**config.mk**
```make
export PLATFORM = sky130hd
export DESIGN_NAME = csr_file_flat
export DESIGN_NICKNAME = d
export VERILOG_FILES = /design/src/rtl/csr_pkg.sv /design/src/rtl/csr_file_if.sv /design/src/rtl/csr_counter.sv /design/src/rtl/csr_file.sv /design/src/flat_wrapper.sv
export SDC_FILE = /design/constraint.sdc
export NUM_CORES = 1
export LEC_CHECK = 0
export CORE_MARGIN = 2
export CORE_UTILIZATION = 51
export CTS_CLUSTER_SIZE = 40
export DETAILED_ROUTE_END_ITERATION = 6
export GPL_TIMING_DRIVEN = 0
export PLACE_DENSITY = 0.81
export SYNTH_ARGS = -nofsm -noshare
export SYNTH_HDL_FRONTEND = slang
export SYNTH_HIERARCHICAL = 1
export SYNTH_SLANG_ARGS = --single-unit
```
**constraint.sdc**
```tcl
create_clock -name clk -period 2.3 [get_ports clk]
set_input_delay 0.46 -clock clk [delete_from_list [all_inputs] [get_ports clk]]
set_output_delay 0.46 -clock clk [all_outputs]
set_load 0.01 [all_outputs]
```
**src/rtl/csr_pkg.sv**
```systemverilog
// csr_pkg: shared definitions for the machine-mode CSR file.
//   - CSR address constants
//   - write_type encoding (csr_wt_e)
//   - mstatus bit positions
//   - mcause exception codes
//   - csr_apply(): combines the old CSR value with bus data for a write/set/clear
package csr_pkg;

    localparam logic [11:0] CSR_MSTATUS   = 12'h300;
    localparam logic [11:0] CSR_MISA      = 12'h301;
    localparam logic [11:0] CSR_MIE       = 12'h304;
    localparam logic [11:0] CSR_MTVEC     = 12'h305;
    localparam logic [11:0] CSR_MSCRATCH  = 12'h340;
    localparam logic [11:0] CSR_MEPC      = 12'h341;
    localparam logic [11:0] CSR_MCAUSE    = 12'h342;
    localparam logic [11:0] CSR_MTVAL     = 12'h343;
    localparam logic [11:0] CSR_MIP       = 12'h344;
    localparam logic [11:0] CSR_MVENDORID = 12'hF11;
    localparam logic [11:0] CSR_MARCHID   = 12'hF12;
    localparam logic [11:0] CSR_MIMPID    = 12'hF13;
    localparam logic [11:0] CSR_MHARTID   = 12'hF14;
    localparam logic [11:0] CSR_MCYCLE    = 12'hB00;
    localparam logic [11:0] CSR_MCYCLEH   = 12'hB80;
    localparam logic [11:0] CSR_CYCLE     = 12'hC00;
    localparam logic [11:0] CSR_CYCLEH    = 12'hC80;

    // RV32 base, I extension.
    localparam logic [31:0] MISA_VALUE = 32'h4000_0100;

    typedef enum logic [1:0] {
        CSR_NOP = 2'b00,
        CSR_RW  = 2'b01,
        CSR_RS  = 2'b10,
        CSR_RC  = 2'b11
    } csr_wt_e;

    localparam int MSTATUS_MIE    = 3;
    localparam int MSTATUS_MPIE   = 7;
    localparam int MSTATUS_MPP_LO = 11;
    localparam int MSTATUS_MPP_HI = 12;

    localparam logic [4:0] MCAUSE_FETCH_FAULT   = 5'd1;
    localparam logic [4:0] MCAUSE_ILLEGAL_INSTR = 5'd2;
    localparam logic [4:0] MCAUSE_BREAKPOINT    = 5'd3;
    localparam logic [4:0] MCAUSE_MISALIGNED    = 5'd4;
    localparam logic [4:0] MCAUSE_LOAD_FAULT    = 5'd5;
    localparam logic [4:0] MCAUSE_STORE_FAULT   = 5'd7;
    localparam logic [4:0] MCAUSE_ECALL_M       = 5'd11;

    function automatic logic [31:0] csr_apply(input csr_wt_e     wt,
                                              input logic [31:0] old_v,
                                              input logic [31:0] wdata);
        case (wt)
            CSR_RW:  return wdata;
            CSR_RS:  return old_v | wdata;
            CSR_RC:  return old_v & ~wdata;
            default: return old_v;
        endcase
    endfunction

endpackage

```
**src/rtl/csr_file_if.sv**
```systemverilog
// csr_file_if: bus between the control unit (master) and the CSR file (slave).
//   addr[11:0]       CSR address (forced to mepc during mret)
//   bus[31:0]        write data, or faulting PC during a trap
//   read, write      strobes; read also qualifies ret
//   write_type[1:0]  00 nop, 01 write, 10 set, 11 clear
//   trap, trap_cause trap taken this cycle and its exception code
//   ret              mret in flight (level)
//   csr_out[31:0]    combinational read data
//   invalid          unimplemented address or write to read-only space
interface csr_file_if;
    logic [11:0] addr;
    logic [31:0] bus;
    logic        read;
    logic        write;
    logic [1:0]  write_type;
    logic        trap;
    logic [4:0]  trap_cause;
    logic        ret;
    logic [31:0] csr_out;
    logic        invalid;

    modport master (
        output addr, bus, read, write, write_type, trap, trap_cause, ret,
        input  csr_out, invalid
    );

    modport slave (
        input  addr, bus, read, write, write_type, trap, trap_cause, ret,
        output csr_out, invalid
    );
endinterface

```
**src/rtl/csr_counter.sv**
```systemverilog
// csr_counter: free-running 64-bit mcycle counter.
//   clk, rst_n  clock and asynchronous active-low reset
//   wr_lo_i     replace bits [31:0] with wdata_i this cycle
//   wr_hi_i     replace bits [63:32] with wdata_i this cycle
//   wdata_i     replacement half
//   count_o     current count
// A half write suppresses the increment for that cycle so software sees
// exactly the value it wrote.
module csr_counter (
    input  logic        clk,
    input  logic        rst_n,
    input  logic        wr_lo_i,
    input  logic        wr_hi_i,
    input  logic [31:0] wdata_i,
    output logic [63:0] count_o
);
    logic [63:0] count_q, count_d;

    always_comb begin
        count_d = count_q + 64'd1;
        if (wr_lo_i) begin
            count_d = {count_q[63:32], wdata_i};
        end else if (wr_hi_i) begin
            count_d = {wdata_i, count_q[31:0]};
        end
    end

    always_ff @(posedge clk or negedge rst_n) begin
        if (!rst_n) begin
            count_q <= '0;
        end else begin
            count_q <= count_d;
        end
    end

    assign count_o = count_q;
endmodule

```
**src/rtl/csr_file.sv**
```systemverilog
// csr_file: machine-mode CSR file for the multi-cycle RV32I control unit.
//   clk  system clock, all updates on the rising edge
//   rst  asynchronous active-low reset
//   bif  csr_file_if.slave (address, write data, strobes, trap/ret, read data, invalid)
// Parameters: HART_ID (mhartid value), MTVEC_ADDR (fixed trap vector).
// Optional build macro CSR_COUNTERS_EN adds mcycle/mcycleh (B00/B80, writable)
// and cycle/cycleh (C00/C80, read-only); without it those addresses are
// unimplemented.
module csr_file
    import csr_pkg::*;
#(
    parameter logic [31:0] HART_ID    = 32'd0,
    parameter logic [31:0] MTVEC_ADDR = 32'h4
) (
    input  logic      clk,
    input  logic      rst,
    csr_file_if.slave bif
);

    // Only MIE and MPIE are stored; MPP is hardwired to machine mode.
    logic        mstatus_mie_q,  mstatus_mie_d;
    logic        mstatus_mpie_q, mstatus_mpie_d;
    logic [31:0] mie_q,      mie_d;
    logic [31:0] mscratch_q, mscratch_d;
    logic [31:0] mepc_q,     mepc_d;
    logic [31:0] mtval_q,    mtval_d;
    logic [4:0]  mcause_q,   mcause_d;

    logic [31:0] rdata;
    logic        addr_ok;
    logic        wr_en;
    logic [31:0] wr_val;

`ifdef CSR_COUNTERS_EN
    logic [63:0] mcycle;
    logic        cyc_wr_lo;
    logic        cyc_wr_hi;
`endif

    function automatic logic [31:0] mstatus_word(input logic mie, input logic mpie);
        logic [31:0] w;
        w = '0;
        w[MSTATUS_MIE]  = mie;
        w[MSTATUS_MPIE] = mpie;
        w[MSTATUS_MPP_HI:MSTATUS_MPP_LO] = 2'b11;
        return w;
    endfunction

    // Read decode: purely combinational, also active during reset.
    always_comb begin
        rdata   = '0;
        addr_ok = 1'b1;
        case (bif.addr)
            CSR_MSTATUS:  rdata = mstatus_word(mstatus_mie_q, mstatus_mpie_q);
            CSR_MISA:     rdata = MISA_VALUE;
            CSR_MIE:      rdata = mie_q;
            CSR_MTVEC:    rdata = MTVEC_ADDR;
            CSR_MSCRATCH: rdata = mscratch_q;
            CSR_MEPC:     rdata = mepc_q;
            CSR_MCAUSE:   rdata = {27'b0, mcause_q};
            CSR_MTVAL:    rdata = mtval_q;
            CSR_MIP:      rdata = '0;
            CSR_MVENDORID,
            CSR_MARCHID,
            CSR_MIMPID:   rdata = '0;
            CSR_MHARTID:  rdata = HART_ID;
`ifdef CSR_COUNTERS_EN
            CSR_MCYCLE,
            CSR_CYCLE:    rdata = mcycle[31:0];
            CSR_MCYCLEH,
            CSR_CYCLEH:   rdata = mcycle[63:32];
`endif
            default:      addr_ok = 1'b0;
        endcase
    end

    // The 11 prefix is the architectural read-only region.
    assign bif.invalid = !addr_ok || (bif.write && (bif.addr[11:10] == 2'b11));
    assign bif.csr_out = rdata;

    // The old value used for set/clear is the current read data of the target.
    assign wr_en  = bif.write && !bif.invalid && !bif.trap;
    assign wr_val = csr_apply(csr_wt_e'(bif.write_type), rdata, bif.bus);

    always_comb begin
        mstatus_mie_d  = mstatus_mie_q;
        mstatus_mpie_d = mstatus_mpie_q;
        mie_d          = mie_q;
        mscratch_d     = mscratch_q;
        mepc_d         = mepc_q;
        mtval_d        = mtval_q;
        mcause_d       = mcause_q;

        if (bif.trap) begin
            // Trap wins over any write and over ret in the same cycle.
            mepc_d         = {bif.bus[31:2], 2'b00};
            mcause_d       = bif.trap_cause;
            mstatus_mpie_d = mstatus_mie_q;
            mstatus_mie_d  = 1'b0;
        end else begin
            if (wr_en) begin
                case (bif.addr)
                    CSR_MSTATUS: begin
                        mstatus_mie_d  = wr_val[MSTATUS_MIE];
                        mstatus_mpie_d = wr_val[MSTATUS_MPIE];
                    end
                    CSR_MIE:      mie_d      = wr_val;
                    CSR_MSCRATCH: mscratch_d = wr_val;
                    CSR_MEPC:     mepc_d     = {wr_val[31:2], 2'b00};
                    CSR_MCAUSE:   mcause_d   = wr_val[4:0];
                    CSR_MTVAL:    mtval_d    = wr_val;
                    default:      ;
                endcase
            end
            // ret is held as a level for several cycles; read marks the single
            // cycle in which the interrupt stack is popped.
            if (bif.ret && bif.read) begin
                mstatus_mie_d  = mstatus_mpie_q;
                mstatus_mpie_d = 1'b1;
            end
        end
    end

    always_ff @(posedge clk or negedge rst) begin
        if (!rst) begin
            mstatus_mie_q  <= 1'b0;
            mstatus_mpie_q <= 1'b0;
            mie_q          <= '0;
            mscratch_q     <= '0;
            mepc_q         <= '0;
            mtval_q        <= '0;
            mcause_q       <= '0;
        end else begin
            mstatus_mie_q  <= mstatus_mie_d;
            mstatus_mpie_q <= mstatus_mpie_d;
            mie_q          <= mie_d;
            mscratch_q     <= mscratch_d;
            mepc_q         <= mepc_d;
            mtval_q        <= mtval_d;
            mcause_q       <= mcause_d;
        end
    end

`ifdef CSR_COUNTERS_EN
    assign cyc_wr_lo = wr_en && (bif.addr == CSR_MCYCLE);
    assign cyc_wr_hi = wr_en && (bif.addr == CSR_MCYCLEH);

    csr_counter u_counter (
        .clk     (clk),
        .rst_n   (rst),
        .wr_lo_i (cyc_wr_lo),
        .wr_hi_i (cyc_wr_hi),
        .wdata_i (wr_val),
        .count_o (mcycle)
    );
`endif

endmodule

```
**src/flat_wrapper.sv**
```systemverilog
// flat-port wrapper written by rule: the top's interface ports become plain ports
module csr_file_flat import csr_pkg::*;
#(
    parameter logic [31:0] HART_ID    = 32'd0,
    parameter logic [31:0] MTVEC_ADDR = 32'h4
)
  (clk, rst, bif_addr, bif_bus, bif_read, bif_write, bif_write_type, bif_trap, bif_trap_cause, bif_ret, bif_csr_out, bif_invalid);
  csr_file_if bif_i ();
  input  logic clk;
  input  logic rst;
  input wire logic [$bits(bif_i.addr)-1:0] bif_addr;
  input wire logic [$bits(bif_i.bus)-1:0] bif_bus;
  input wire logic [$bits(bif_i.read)-1:0] bif_read;
  input wire logic [$bits(bif_i.write)-1:0] bif_write;
  input wire logic [$bits(bif_i.write_type)-1:0] bif_write_type;
  input wire logic [$bits(bif_i.trap)-1:0] bif_trap;
  input wire logic [$bits(bif_i.trap_cause)-1:0] bif_trap_cause;
  input wire logic [$bits(bif_i.ret)-1:0] bif_ret;
  output wire logic [$bits(bif_i.csr_out)-1:0] bif_csr_out;
  output wire logic [$bits(bif_i.invalid)-1:0] bif_invalid;
  assign bif_i.addr = bif_addr;
  assign bif_i.bus = bif_bus;
  assign bif_i.read = bif_read;
  assign bif_i.write = bif_write;
  assign bif_i.write_type = bif_write_type;
  assign bif_i.trap = bif_trap;
  assign bif_i.trap_cause = bif_trap_cause;
  assign bif_i.ret = bif_ret;
  assign bif_csr_out = bif_i.csr_out;
  assign bif_invalid = bif_i.invalid;
  csr_file #(.HART_ID(HART_ID), .MTVEC_ADDR(MTVEC_ADDR)) u_core (.clk(clk), .rst(rst), .bif(bif_i));
endmodule
```
==> run metrics <==
outcome complete, but fails checks; failing checks DRC, setup timing; TritonCTS clock tree built; crit path DAT 2.27 ns; Tmin final 2.73 ns; gr usage total 40.0%; synthesized area 0.00733 sq mm; Crit Path Category in -> out; Final nets 1068; area grow syn2layout 45.9%; n_diodes 0; Tightest Pin Transition 0.806 ns; Crit. End Element output pin; worst skew pair latency 0.43 ns; Rows 43; peak supply drop 526 uV; routed wire length 32.5 mm; Synth top cells by count 146 x o21ai_0, 136 x nand2_1, 133 x dfrtp_1; cell family with the largest share of critical-path delay simple AND/OR/NAND/NOR gates; Post-Place Cells 1095; # DRC 4; worst-path cell chain buf_8, or3_4, buf_6, buf_6, buf_12, nor2_4, nand4b_1, nand2_2, buf_6; Static Leakage 0.00494 uW; Critical-path top delay cell or3_4; total global routing overflow 0; Syn Nets 887; routed length per placed instance 27.0 um; synth warn 6; #FFs+latches synth 133; Crit path required time 1.84 ns; CP startpoint kind input pin; Die Wd 124 um; non-filler cells, final 1204; DR vias 8668; global-route wire length before repair 45.4 mm; register area share after synthesis 45.4%; H-tree depth 4; max_cap viols 0; Max-slew headroom 46.3%; fmax 0.367 GHz; number of I/O port buffers 84; clk sink count 133; Area contributors post-synth dfrtp_1 45%, o21ai_0 10%, nand2_1 7.0%; Slew Viols, Final 0; CP peak stage delay 0.41 ns; Starting Density 52.6%; Main synth FF type dfrtp_1; share of layout cells above drive strength 1 30.0%; largest net degree at the start of global routing 93; crit path max fanout 6; pre-CTS setup slack -1.57 ns; Final Core Density 76.7%; Final WS setup -0.428 ns; I/O Pins 90; vias per cell 7.20; Iter 0 DRT Violations 1554; area of the core 0.0139 sq mm; CTS buffer count 17; FFs w/ async S/R, synth 100%; Max clock buf depth 2; Mean Syn Cell Area 8.83 sq um; Clock Tree Root clkbuf_16; Cell variety after synth 51; Crit path buffers/inverters 5; DR pass1 iterations 7; Mapped Cells 830; clk slew on worst S/H paths 0.05 ns; Final Cycle Share 119%; initial antenna violation count 1; post-synth top area share 45.4%; post-route ant nets 0; post-synth top area cell dfrtp_1; hpwl dp 16.3 mm; die height 124 um; most common cell in the synthesized netlist o21ai_0; Hold Vio Cnt, Final 0; global placement routability congestion 0.966; Total Power 6130 uW; RSZ-0062 raised after global routing true; pwr/cell area 574 mW/mm^2; die area 0.0153 sq mm; vias in the first global route 8324; final setup vio count 104; Crit path top cell by count buf_6; HP Class reg -> reg; Fin Setup TNS -18.01 ns; EDFF count, synth 0; Layout Skew 0.0119 ns
-- what timing repair did --
| item | in CTS | in global routing |
|---|---|---|
| setup endpoints to repair | 165 | 126 |
| resized for setup | 360 | 113 |
| hold buffers | 1 | 0 |
| setup buffers | 54 | 37 |
| endpoints found under the hold margin | 41 | 0 |
| gates cloned | 4 | 2 |
| pin swaps | 47 | 37 |
-- final timing paths --
check	start	to	slack (ns)	cells after the start
hold / removal	u_core/mie_q[7]	u_core/mie_q[7]	0.48	2
max in group asynchronous	rst	u_core/mie_q[29]	0.94	3
min in group asynchronous	rst	u_core/mscratch_q[11]	0.51	2
setup reg to reg	u_core/mepc_q[11]	u_core/mepc_q[11]	0.23	5
hold reg to reg	u_core/mie_q[7]	u_core/mie_q[7]	0.48	2
setup / recovery	bif_addr[11]	bif_csr_out[8]	-0.43	9
-- logic make-up (layout without fill, tap and decap cells) --
group	count (synthesis)	count (layout)	synth area share, %
AOI/OAI and AO/OA	319	319	26.8
and+or+nand+nor	274	274	18.5
DFF	133	133	45.4
buffers and inverters	63	257	3.60
muxes	34	34	4.88
xor gates and xnor gates	7	7	0.836
-- metal layers --
metal / global-route usage, % / vias up / share of wire, %
met5: 0 / - / 0
met4: 28.1 / 0 / 8.3
met3: 13.2 / 303 / 16
met2: 61.1 / 974 / 44
met1: 47.8 / 3999 / 32
li1: - / 3392 / -
-- report_power, final --
| group | leakage (uW) | internal [uW] | switching (uW) | total [uW] |
|---|---|---|---|---|
| logic | 0.00286 | 316 | 496 | 811 |
| clock network | 0.000289 | 1810 | 1070 | 2880 |
| registers | 0.00179 | 2400 | 42.8 | 2440 |
| total | 0.00494 | 4520 | 1610 | 6130 |
-- cells in the final DEF (no fill, tap or decap), drive strengths merged, types with 8 or more instances in the layout --
| cell | instances |
|---|---|
| a21o | 23 |
| o21ai | 175 |
| clkdlybuf4s50 | 40 |
| dfrtp | 133 |
| nand2 | 136 |
| a22oi | 36 |
| nor2b | 23 |
| nor2 | 27 |
| a21oi | 33 |
| clkbuf | 66 |
| and2 | 29 |
| a221o | 23 |
| mux2i | 29 |
| nor4 | 9 |
| nor3 | 8 |
| nand3 | 12 |
| buf | 133 |
-- cell type report --
class | count | area (sq um)
clock inverter | 13 | 183
sequential | 133 | 3330
fill | 815 | 3240
buffer | 58 | 383
clock buffer | 19 | 433
multi-input combinational | 634 | 4580
tap | 180 | 225
inverter | 2 | 7.51
timing repair buffer | 165 | 1560
-- through the flow --
stage / hold slack [ns] / instance area, sq um
after floorplan: 0.164 / 7340
after global placement: 0.459 / 8400
after detailed placement: 0.409 / 8430
after CTS: 0.482 / 10100
after global routing: 0.511 / 10700
final: 0.477 / 10700
-- flip-flops by register name, summed over array words and instances (netlist names) --
signal and cells:
u_core/mie_q 32, u_core/mscratch_q 32, u_core/mtval_q 32, u_core/mepc_q 30, u_core/mcause_q 5, u_core/mstatus_mie_q 1
u_core/mstatus_mpie_q 1
-- worst min-delay path, delay by kind of cell (launching register included) --
kind / cells / cell delay [ns]
flip-flops: 1 / 0.34
AND/OR/NAND/NOR: 1 / 0.04
AO/OA/AOI/OAI: 1 / 0.06
(Power assumes the default switching activity.)
